File: config.mk
export PLATFORM = sky130hd
export DESIGN_NAME = y86_imem_loader
export DESIGN_NICKNAME = d
export VERILOG_FILES = /design/src/rtl/y86_imem_loader_pkg.sv /design/src/rtl/y86_imem_loader.sv
export SDC_FILE = /design/constraint.sdc
export NUM_CORES = 1
export LEC_CHECK = 0
export CORE_MARGIN = 3
export CORE_UTILIZATION = 50
export CTS_BUF_LIST = sky130_fd_sc_hd__clkbuf_8
export CTS_CLUSTER_SIZE = 25
export DETAILED_ROUTE_END_ITERATION = 16
export GPL_TIMING_DRIVEN = 1
export PLACE_DENSITY = 0.75
export SYNTH_ARGS = -nofsm -noshare
export SYNTH_HDL_FRONTEND = slang
export SYNTH_SLANG_ARGS = --single-unit
File: constraint.sdc
create_clock -name clk -period 6.1 [get_ports clk]
set_input_delay 1.83 -clock clk [delete_from_list [all_inputs] [get_ports clk]]
set_output_delay 1.83 -clock clk [all_outputs]
set_load 0.05 [all_outputs]
File: src/rtl/y86_imem_loader_pkg.sv
// Shared constants for the Y86 instruction-memory loader: state encodings, frame header size
// and imem geometry common to the fetch stage and imem.
package y86_imem_loader_pkg;

    typedef enum logic [2:0] {
        ST_IDLE   = 3'd0,
        ST_LEN_LO = 3'd1,
        ST_LEN_HI = 3'd2,
        ST_DATA   = 3'd3,
        ST_CSUM   = 3'd4,
        ST_DONE   = 3'd5,
        ST_ERR    = 3'd6
    } loader_state_t;

    localparam int HDR_LEN     = 2;
    localparam int IMEM_ADDR_W = 10;
    localparam int IMEM_DEPTH  = 1 << IMEM_ADDR_W;

    // Largest payload that fits between the base address and the top of imem.
    function automatic int max_len(input int addr_w, input int base_addr);
        return (1 << addr_w) - base_addr;
    endfunction

endpackage

File: src/rtl/y86_imem_loader.sv
// Streams a length-prefixed Y86 program image into byte-wide imem, then releases the core.
// Optional trailing XOR checksum byte enabled by defining LOADER_CHECKSUM_EN.
//
// state  | meaning
// IDLE   | after reset, waiting for start
// LEN_LO | waiting for low byte of payload length
// LEN_HI | waiting for high byte; length checked against imem space
// DATA   | each accepted byte written to imem one cycle later
// CSUM   | waiting for XOR checksum byte (LOADER_CHECKSUM_EN only)
// DONE   | image loaded, core_run high
// ERR    | oversize length or checksum mismatch, sticky until start/reset
module y86_imem_loader
    import y86_imem_loader_pkg::*;
#(
    parameter int ADDR_W    = IMEM_ADDR_W,
    parameter int BASE_ADDR = 0
) (
    input  logic              clk,
    input  logic              rst_n,
    input  logic              start,
    input  logic              s_valid,
    input  logic [7:0]        s_data,
    output logic              s_ready,
    output logic              mem_we,
    output logic [ADDR_W-1:0] mem_addr,
    output logic [7:0]        mem_wdata,
    output logic              busy,
    output logic              done,
    output logic              err,
    output logic              core_run,
    output logic [ADDR_W:0]   bytes_loaded
);

    localparam int                MAX_LEN = max_len(ADDR_W, BASE_ADDR);
    localparam logic [ADDR_W-1:0] BASE    = ADDR_W'(BASE_ADDR);
`ifdef LOADER_CHECKSUM_EN
    localparam loader_state_t ST_POST = ST_CSUM;
`else
    localparam loader_state_t ST_POST = ST_DONE;
`endif

    loader_state_t   state;
    logic [7:0]      len_lo;
    logic [15:0]     len;
    logic            xfer;
    logic [15:0]     len_hdr;
    logic            len_too_big;
    logic [ADDR_W:0] count_nxt;
    logic            last_byte;
`ifdef LOADER_CHECKSUM_EN
    logic [7:0]      csum;
`endif

    assign busy     = (state == ST_LEN_LO) || (state == ST_LEN_HI) ||
                      (state == ST_DATA)   || (state == ST_CSUM);
    assign s_ready  = busy;
    assign done     = (state == ST_DONE);
    assign err      = (state == ST_ERR);
    assign core_run = (state == ST_DONE);

    assign xfer        = s_valid & s_ready;
    assign len_hdr     = {s_data, len_lo};
    assign len_too_big = 32'(len_hdr) > 32'(MAX_LEN);
    assign count_nxt   = bytes_loaded + 1'b1;
    assign last_byte   = (32'(count_nxt) == 32'(len));

    always_ff @(posedge clk or negedge rst_n) begin
        if (!rst_n) begin
            state        <= ST_IDLE;
            len_lo       <= '0;
            len          <= '0;
            bytes_loaded <= '0;
            mem_we       <= 1'b0;
            mem_addr     <= '0;
            mem_wdata    <= '0;
`ifdef LOADER_CHECKSUM_EN
            csum         <= '0;
`endif
        end else begin
            mem_we <= 1'b0;
            case (state)
                ST_IDLE, ST_DONE, ST_ERR: begin
                    if (start) begin
                        state        <= ST_LEN_LO;
                        len_lo       <= '0;
                        len          <= '0;
                        bytes_loaded <= '0;
`ifdef LOADER_CHECKSUM_EN
                        csum         <= '0;
`endif
                    end
                end
                ST_LEN_LO: begin
                    if (xfer) begin
                        len_lo <= s_data;
                        state  <= ST_LEN_HI;
                    end
                end
                ST_LEN_HI: begin
                    if (xfer) begin
                        len <= len_hdr;
                        if (len_too_big)
                            state <= ST_ERR;
                        else if (len_hdr == 16'd0)
                            state <= ST_POST;
                        else
                            state <= ST_DATA;
                    end
                end
                ST_DATA: begin
                    if (xfer) begin
                        mem_we       <= 1'b1;
                        mem_addr     <= BASE + bytes_loaded[ADDR_W-1:0];
                        mem_wdata    <= s_data;
                        bytes_loaded <= count_nxt;
`ifdef LOADER_CHECKSUM_EN
                        csum         <= csum ^ s_data;
`endif
                        if (last_byte)
                            state <= ST_POST;
                    end
                end
`ifdef LOADER_CHECKSUM_EN
                ST_CSUM: begin
                    if (xfer)
                        state <= (s_data == csum) ? ST_DONE : ST_ERR;
                end
`endif
                default: state <= ST_IDLE;
            endcase
        end
    end

endmodule

==> impl_metrics.py, run 1 <==
metrics = {
    "grt": {
        "overflow": 0,
        "track_usage": 0.218,
        "antenna_found_initial": 0,
        "grt_pass1_wl_mm": 11.1,
        "grt_pass1_vias": 2431,
        "grt_max_degree": 58,
    },
    "clock_network": {
        "ctsHoldBuffers": 0,
        "cts_max_path_buffers": 2,
        "clock-sinks": 57,
        "post-cts-setup-buffers": 0,
        "cts.clk_slew.worst_paths_ns": 0.07,
        "clk_latency_ns": 0.34,
        "root_buffer": "clkbuf_8",
        "htree_levels": 3,
        "cts_resized": 0,
        "cts_made_buffers": 9,
        "cts_tree": "built",
    },
    "pwr": {
        "clkPwrFrac": 0.231,
        "switching_share": 0.444,
        "total_power_w": 0.00177,
        "internal_power_w": 0.000985,
        "power.switching_w": 0.000786,
        "p_leak_nw": 1.58,
        "power_density_nw_per_um2": 491,
        "power_frac_seq": 0.327,
        "peakVddDrop_uv": 276,
        "p_comb_frac": 0.441,
    },
    "logic_synthesis": {
        "synth_area_um2": 2920,
        "avgSynthCellArea_um2": 8.32,
        "synth_edf_count": 0,
        "synth_seq_area_share": 0.489,
        "ys.flop_type": "dfrtp_1",
        "syn_nets": 364,
        "synth_cells": 351,
        "yosysWarningCount": 0,
        "async_flop_share": 1.00,
        "synth-seq-cells": 57,
        "ys_types": 41,
    },
    "timing": {
        "skew_ns": 0.00797,
        "worst-slew-pin-transition_ns": 0.945,
        "final_hold_viol_count": 0,
        "max_freq_mhz": 243,
        "period_share": 0.674,
        "worst_slack_ns": 1.99,
        "min_period_ns": 4.11,
        "finalSetupViolCount": 0,
        "tns_ns": 0,
        "max_slew_margin": 0.368,
        "drv_slew": 0,
        "rsz0062_at_grt": "false",
    },
    "job": {
        "drv_cap": 0,
    },
    "floorplanning": {
        "io-pin-count": 47,
        "die_area_um2": 6790,
        "start_util": 0.524,
        "core_area_um2": 5570,
        "rows": 27,
        "die_h_um": 82.4,
        "die_w_um": 82.4,
    },
    "routing": {
        "vias_per_cell": 5.51,
        "via_count": 2572,
        "routed_wl_mm": 6.69,
        "firstDrtPassIters": 4,
        "wl_per_cell_um": 14.3,
        "drc": 0,
        "initialDrtViolationCount": 182,
        "drt.antenna.violating_nets": 0,
    },
    "cells_and_area": {
        "drive_gt1_frac": 0.0582,
        "nets": 403,
        "final_core_util": 0.648,
        "fill_cells": 480,
        "area_growth_pct": 23.7,
        "fin_cells": 467,
        "final_common_cell": "nand2_1",
        "final_cell_mix": "67 x nand2_1, 57 x dfrtp_1, 48 x o21ai_0",
        "diodes": 0,
    },
    "critical_path": {
        "arrival_ns": 2.28,
        "crit_chain": "nand2b_1, nor2_1, clkdlybuf4s50_1",
        "startpoint": "state[0]",
        "start_kind": "register",
        "r2r_cells": 7,
        "required_ns": 4.27,
        "critPathCaptureType": "output pin",
        "crit_fanout": 17,
        "critPathKind": "reg -> out",
        "critPathSlowestCell": "clkdlybuf4s50_1",
        "rr_startpoint": "bytes_loaded[0]",
        "max_stage_delay_ns": 0.83,
    },
    "placement": {
        "place_ws_ns": 2.18,
        "hpwl_mm": 4.50,
        "globalplace.congestion": 0.849,
        "placed_cells": 451,
        "io_buffers": 46,
    },
    "status": {
        "status": "finished clean",
    },
    "min_path": {
        "hp-class": "reg -> reg",
        "holdPathStages": 2,
        "hold_start": "mem_addr[7]",
    },
}
-- stage by stage --
| step | hold WS [ns] | instance area, µm² |
|---|---|---|
| after floorplan | 0.469 | 2920 |
| after global placement | 0.457 | 3380 |
| after detailed placement | 0.462 | 3380 |
| after CTS | 0.479 | 3610 |
| after global routing | 0.496 | 3610 |
| final | 0.474 | 3610 |
-- area by class of cell --
type / instances / area, µm² / area share
Clock inverter: 5 / 77.6 / 0.0215
Sequential cell: 57 / 1430 / 0.395
Multi-Input combinational cell: 243 / 1270 / 0.353
Tap cell: 72 / 90.1 / 0.0250
Timing Repair Buffer: 49 / 478 / 0.132
Clock buffer: 11 / 151 / 0.0419
Inverter: 30 / 113 / 0.0312
-- flip-flops by register name, summed over array words and instances (netlist names) --
name          flops
mem_we            1
mem_addr         10
mem_wdata         8
state             3
len              16
bytes_loaded     11
len_lo            8
-- power by group through the flow --
stage / logic (W) / clock network (W) / registers [W]
after floorplan: 0.000467 / 0 / 0.000675
after global placement: 0.000765 / 0 / 0.000581
after detailed placement: 0.000781 / 0 / 0.000583
after CTS: 0.000786 / 0.000414 / 0.000578
after global routing: 0.000858 / 0.000433 / 0.000596
final: 0.000782 / 0.000410 / 0.000579
-- critical path: cells and delay by family, from the launching register on --
kind          cells  cell delay [ns]
buf+inv           1             0.83
flops             1             0.69
simple gates      2             0.44
-- per-layer routing --
metal  vias up  part of all wire  GRT usage
met5         -                 0          0
met4         0             0.027      0.111
met3        18             0.058     0.0510
met2        77              0.46      0.332
met1      1211              0.46      0.291
li1       1266                 -          -
-- logic make-up after synthesis --
logic type / after synthesis / synth area share
AND/OR/NAND/NOR: 155 / 0.245
buffers and inverters: 51 / 0.0750
XOR/XNOR: 12 / 0.0360
AO/OA/AOI/OAI: 74 / 0.147
flip-flops: 57 / 0.489
multiplexers: 1 / 0.00386
adder cells (fa/ha/maj): 1 / 0.00429
-- cell usage after synthesis (all sizes together), types with 3 or more instances --
| cell type | instances | share of area |
|---|---|---|
| nand2 | 67 | 0.086 |
| dfrtp | 57 | 0.49 |
| o21ai | 48 | 0.082 |
| inv | 30 | 0.039 |
| nand3 | 30 | 0.053 |
| nor2 | 24 | 0.031 |
| clkbuf | 14 | 0.018 |
| xnor2 | 8 | 0.024 |
| buf | 7 | 0.018 |
| o31ai | 7 | 0.018 |
| and3 | 6 | 0.015 |
| nand2b | 6 | 0.013 |
| a21oi | 5 | 0.0086 |
| nor4 | 5 | 0.011 |
| nor3 | 4 | 0.0069 |
| xor2 | 4 | 0.012 |
| nand4 | 3 | 0.0064 |
| nor2b | 3 | 0.0064 |
| nor3b | 3 | 0.0077 |
| o22ai | 3 | 0.0064 |
-- worst paths after layout --
| kind | slack, ns | endpoint |
|---|---|---|
| max in group asynchronous | 4.00 | len[3] |
| min | 0.47 | mem_addr[7] |
| min in group asynchronous | 1.62 | mem_addr[0] |
| max reg2reg | 3.45 | state[1] |
| min reg2reg | 0.47 | mem_addr[7] |
| max | 1.99 | core_run |
Note: power is estimated with default switching activity, not from simulation.
==> inputs of run 2 (changes only) <==
- PLACE_DENSITY: 0.75 -> 0.78
- clock period: 6.1 -> 3.7 ns (I/O delays scaled with it)
==> run 2 against run 1 <==
- critical path depth unchanged
- register-to-register slack worse by 2.4 ns
- via count shrank 1.1%
- sequential share of layout area rose by 0.11 points
- final cell count is 0.64% higher
- core utilization fell by 0.18 points
==> impl_metrics.py, run 2 (synthesis results as in run 1) <==
metrics = {
    "cells_and_area": {
        "area_growth_pct": 23.3,
        "final_common_cell": "nand2_1",
        "diodes": 0,
        "top_regs": "len: 16 flops, bytes_loaded: 11 flops, mem_addr: 10 flops",
        "largest_reg_flops": 16,
        "fill_cells": 487,
        "top_register": "len",
        "drive_gt1_frac": 0.0628,
        "fin_area_um2": 3600,
        "final_cell_mix": "67 x nand2_1, 57 x dfrtp_1, 48 x o21ai_0",
        "fin_cells": 470,
        "nets": 406,
    },
    "critical_path": {
        "arrival_ns": 2.22,
        "critPathCaptureType": "output pin",
        "start_kind": "register",
        "critPathKind": "reg -> out",
        "crit_fanout": 17,
        "required_ns": 2.59,
        "path_buf_inv": 1,
        "crit_chain": "nand2b_1, nor2_1, clkdlybuf4s50_1",
        "crit_family": "buffers and inverters",
        "critPathSlowestCell": "clkdlybuf4s50_1",
        "max_stage_delay_ns": 0.83,
    },
    "clock_network": {
        "clock-sinks": 57,
        "ctsHoldBuffers": 0,
        "cts_tree": "built",
        "root_buffer": "clkbuf_8",
        "htree_levels": 3,
        "clk_latency_ns": 0.34,
        "cts_made_buffers": 9,
        "cts_max_path_buffers": 2,
        "cts.clk_slew.worst_paths_ns": 0.07,
        "post-cts-setup-buffers": 0,
        "cts_resized": 0,
    },
    "placement": {
        "io_buffers": 46,
        "globalplace.congestion": 0.840,
        "hpwl_mm": 4.58,
        "placed_cells": 454,
        "dpl-instance-area_um2": 3400,
    },
    "job": {
        "drv_cap": 0,
    },
    "timing": {
        "tns_ns": 0,
        "period_share": 0.901,
        "final_hold_viol_count": 0,
        "max_slew_margin": 0.328,
        "finalSetupViolCount": 0,
        "rsz0062_at_grt": "false",
        "drv_slew": 0,
        "max_freq_mhz": 300,
        "skew_ns": 0.00737,
        "worst-slew-pin-transition_ns": 1.01,
        "min_period_ns": 3.33,
        "fin_hold_ws_ns": 0.474,
    },
    "floorplanning": {
        "start_util": 0.524,
        "io-pin-count": 47,
        "rows": 27,
        "core_area_um2": 5570,
        "die_area_um2": 6790,
        "die_h_um": 82.4,
        "die_w_um": 82.4,
    },
    "pwr": {
        "power_density_nw_per_um2": 786,
        "p_leak_nw": 1.58,
        "peakVddDrop_uv": 438,
    },
    "routing": {
        "drt.antenna.violating_nets": 0,
        "routed_wl_mm": 6.45,
        "firstDrtPassIters": 5,
        "vias_per_cell": 5.41,
        "wl_per_cell_um": 13.7,
        "via_count": 2544,
        "initialDrtViolationCount": 170,
        "drc": 0,
    },
    "status": {
        "status": "finished clean",
    },
    "grt": {
        "grt_pass1_wl_mm": 10.7,
        "track_usage": 0.206,
        "overflow": 0,
        "grt_max_degree": 47,
        "antenna_found_initial": 0,
        "grt_pass1_vias": 2394,
    },
    "min_path": {
        "hp-class": "reg -> reg",
    },
}
-- run 2: changes by cell type in the layout (fill, tap and decap cells not counted) --
cell | before | now
buf_4 | 3 | 6
bufinv_16 | 2 | 1
clkbuf_8 | 11 | 10
clkinvlp_4 | 1 | 2
inv_1 | 30 | 31
-- run 2: tightest hold or removal path: stages, from the launching register on --
cell and delay, ns:
dfrtp_1 0.34, nand2_1 0.05, nand2_1 0.06
-- run 2: routing by layer --
metal  routed length, µm  part of all wire  global-route usage  vias up
li1                    -                 -                   -     1266
met5                   0                 0                   0        -
met1                2970              0.46               0.272     1196
met3                 303             0.047              0.0456       10
met4                  88             0.014              0.0731        0
met2                3090              0.48               0.335       72
-- run 2: per-stage QoR --
step	worst slack, ns	util	total power [W]
final	0.367	0.646	0.00283
after global placement	0.680	0.611	0.00223
after global routing	0.208	0.646	0.00302
after CTS	0.384	0.646	0.00284
after floorplan	0.478	-	0.00188
after detailed placement	0.651	0.611	0.00226
-- run 2: worst paths after layout --
kind	endpoint	cells after the start	start	slack [ns]
min reg2reg	mem_addr[8]	2	mem_addr[8]	0.47
max reg2reg	state[1]	7	bytes_loaded[0]	1.02
max	core_run	3	state[0]	0.37
min in group asynchronous	mem_addr[1]	1	rst_n	0.94
max in group asynchronous	len_lo[2]	2	rst_n	2.01
min	mem_addr[8]	2	mem_addr[8]	0.47
-- run 2: area by class of cell --
type | count | area, µm² | share of cell area
well taps | 72 | 90.1 | 0.0250
clock inverters | 6 | 58.8 | 0.0163
inverters | 30 | 113 | 0.0313
repair buffers | 52 | 500 | 0.139
flip-flops and latches | 57 | 1430 | 0.396
multi-input cells | 243 | 1270 | 0.354
clock buffers | 10 | 138 | 0.0382
-- run 2: power breakdown --
part	leakage (nW)	internal (W)	switching, W	total (W)
clock network	0.0995	0.000324	0.000254	0.000578
registers	0.767	0.000782	0.000167	0.000949
logic	0.710	0.000450	0.000854	0.00130
total	1.58	0.00156	0.00128	0.00283
==> inputs of run 3 (changes only) <==
- CORE_MARGIN: 3 -> 2
- GPL_ROUTABILITY_DRIVEN: default -> 0
==> run 3 against run 2 <==
- final cell count unchanged
- non-clock buffer count unchanged
- maximum frequency increased by 1.8%
- via count increased by 1.1%
- clock-buffer cell count unchanged
- clock power increased by 24%
- sequential power about the same
- worst hold slack about the same
- sequential share of layout area decreased by 0.50 points
- routed wire length increased by 0.59%
- critical path type unchanged
- critical endpoint unchanged
==> impl_metrics.py, run 3 (synthesis results as in run 1) <==
metrics = {
    "cells_and_area": {
        "fin_cells": 470,
        "final_cell_mix": "67 x nand2_1, 57 x dfrtp_1, 48 x o21ai_0",
        "top_regs": "len: 16 flops, bytes_loaded: 11 flops, mem_addr: 10 flops",
        "drive_gt1_frac": 0.0653,
        "diodes": 0,
        "final_core_util": 0.654,
        "area_growth_pct": 24.9,
        "top_register": "len",
        "fill_cells": 477,
        "nets": 406,
        "final_common_cell": "nand2_1",
        "largest_reg_flops": 16,
    },
    "critical_path": {
        "start_kind": "register",
        "max_stage_delay_ns": 0.82,
        "critPathSlowestCell": "clkdlybuf4s50_1",
        "rr_startpoint": "bytes_loaded[0]",
        "crit_chain": "nand2b_1, nor2_1, clkdlybuf4s50_1",
        "path_buf_inv": 1,
        "crit_fanout": 17,
        "arrival_ns": 2.16,
        "critPathKind": "reg -> out",
        "required_ns": 2.59,
        "critPathCaptureType": "output pin",
        "timing.rr.end": "state[1]",
        "r2r_cells": 7,
        "ff2ff_setup_slack_ns": 1.05,
        "crit_family": "buffers and inverters",
    },
    "timing": {
        "max_freq_mhz": 305,
        "fin_hold_ws_ns": 0.475,
        "max_slew_margin": 0.346,
        "skew_ns": 0.0152,
        "final_hold_viol_count": 0,
        "rsz0062_at_grt": "false",
        "finalSetupViolCount": 0,
        "min_period_ns": 3.27,
        "period_share": 0.885,
        "drv_slew": 0,
        "tns_ns": 0,
        "worst-slew-pin-transition_ns": 0.977,
    },
    "pwr": {
        "p_leak_nw": 1.60,
        "peakVddDrop_uv": 450,
        "total_power_w": 0.00298,
        "power_density_nw_per_um2": 816,
    },
    "grt": {
        "track_usage": 0.222,
        "grt_pass1_wl_mm": 11.0,
        "gr-usage-met2": 0.353,
        "grt_pass1_vias": 2417,
        "antenna_found_initial": 0,
        "top_usage_layer": "met2",
        "overflow": 0,
        "use_met3": 0.0596,
        "use_met1": 0.289,
        "grt_max_degree": 58,
    },
    "clock_network": {
        "clk_latency_ns": 0.34,
        "cts_max_path_buffers": 2,
        "ctsHoldBuffers": 0,
        "cts_resized": 0,
        "htree_levels": 3,
        "cts_made_buffers": 9,
        "cts_tree": "built",
        "root_buffer": "clkbuf_8",
        "clock-sinks": 57,
        "post-cts-setup-buffers": 0,
        "cts.clk_slew.worst_paths_ns": 0.06,
    },
    "placement": {
        "io_buffers": 46,
        "hpwl_mm": 4.45,
        "placed_cells": 454,
    },
    "routing": {
        "wl_per_cell_um": 13.8,
        "firstDrtPassIters": 5,
        "drt.antenna.violating_nets": 0,
        "initialDrtViolationCount": 207,
        "routed_wl_mm": 6.49,
        "via_count": 2573,
        "vias_per_cell": 5.47,
        "drc": 0,
    },
    "job": {
        "drv_cap": 0,
    },
    "min_path": {
        "hp-class": "reg -> reg",
        "holdPathEnd": "mem_addr[2]",
        "holdPathStages": 2,
        "hold_start": "mem_addr[2]",
    },
    "floorplanning": {
        "die_h_um": 80.4,
        "die_area_um2": 6460,
        "start_util": 0.524,
        "die_w_um": 80.4,
        "core_area_um2": 5570,
        "io-pin-count": 47,
        "rows": 27,
    },
    "status": {
        "status": "finished clean",
    },
}
==> run 3: worst max path at each step <==
| stage | end | cells past startpoint | from |
|---|---|---|---|
| global placement | state[1] | 6 | s_data[7] |
| global route | core_run | 3 | state[0] |
| finish | core_run | 3 | state[0] |
| detailed placement | state[1] | 6 | s_data[7] |
| CTS | core_run | 3 | state[0] |
| floorplan | s_ready | 5 | state[0] |
==> run 3: metal layers <==
layer	vias to the layer above	part of all wire	wire length (µm)
met5	-	0	0
met4	0	0.012	80
met3	11	0.046	299
met2	64	0.48	3100
met1	1221	0.46	3010
li1	1277	-	-
==> run 3: area by class of cell <==
| class | instances | area, µm² | area share |
|---|---|---|---|
| Sequential cell | 57 | 1430 | 0.391 |
| Multi-Input combinational cell | 243 | 1270 | 0.349 |
| Timing Repair Buffer | 52 | 500 | 0.137 |
| Clock buffer | 10 | 138 | 0.0377 |
| Inverter | 30 | 113 | 0.0309 |
| Clock inverter | 6 | 105 | 0.0288 |
| Tap cell | 72 | 90.1 | 0.0247 |
==> run 3: worst reg2reg max path: stages (launching register included) <==
cell and delay [ns]:
dfrtp_1 0.48, ha_1 0.27, and3_4 0.22, and3_1 0.33
nand3_2 0.12, or3_1 0.37, a2111o_1 0.47, a211o_1 0.28
==> run 3: per-stage QoR <==
stage	instance area (µm²)	setup slack, ns
floorplan	2920	0.478
global placement	3400	0.683
detailed placement	3400	0.620
CTS	3650	0.448
global route	3650	0.285
finish	3650	0.426
==> run 3: power by group <==
part,total [W],internal (W),switching [W]
Clock,0.000719,0.000462,0.000257
Combinational,0.00131,0.000450,0.000857
Sequential,0.000950,0.000781,0.000168
Total,0.00298,0.00169,0.00128
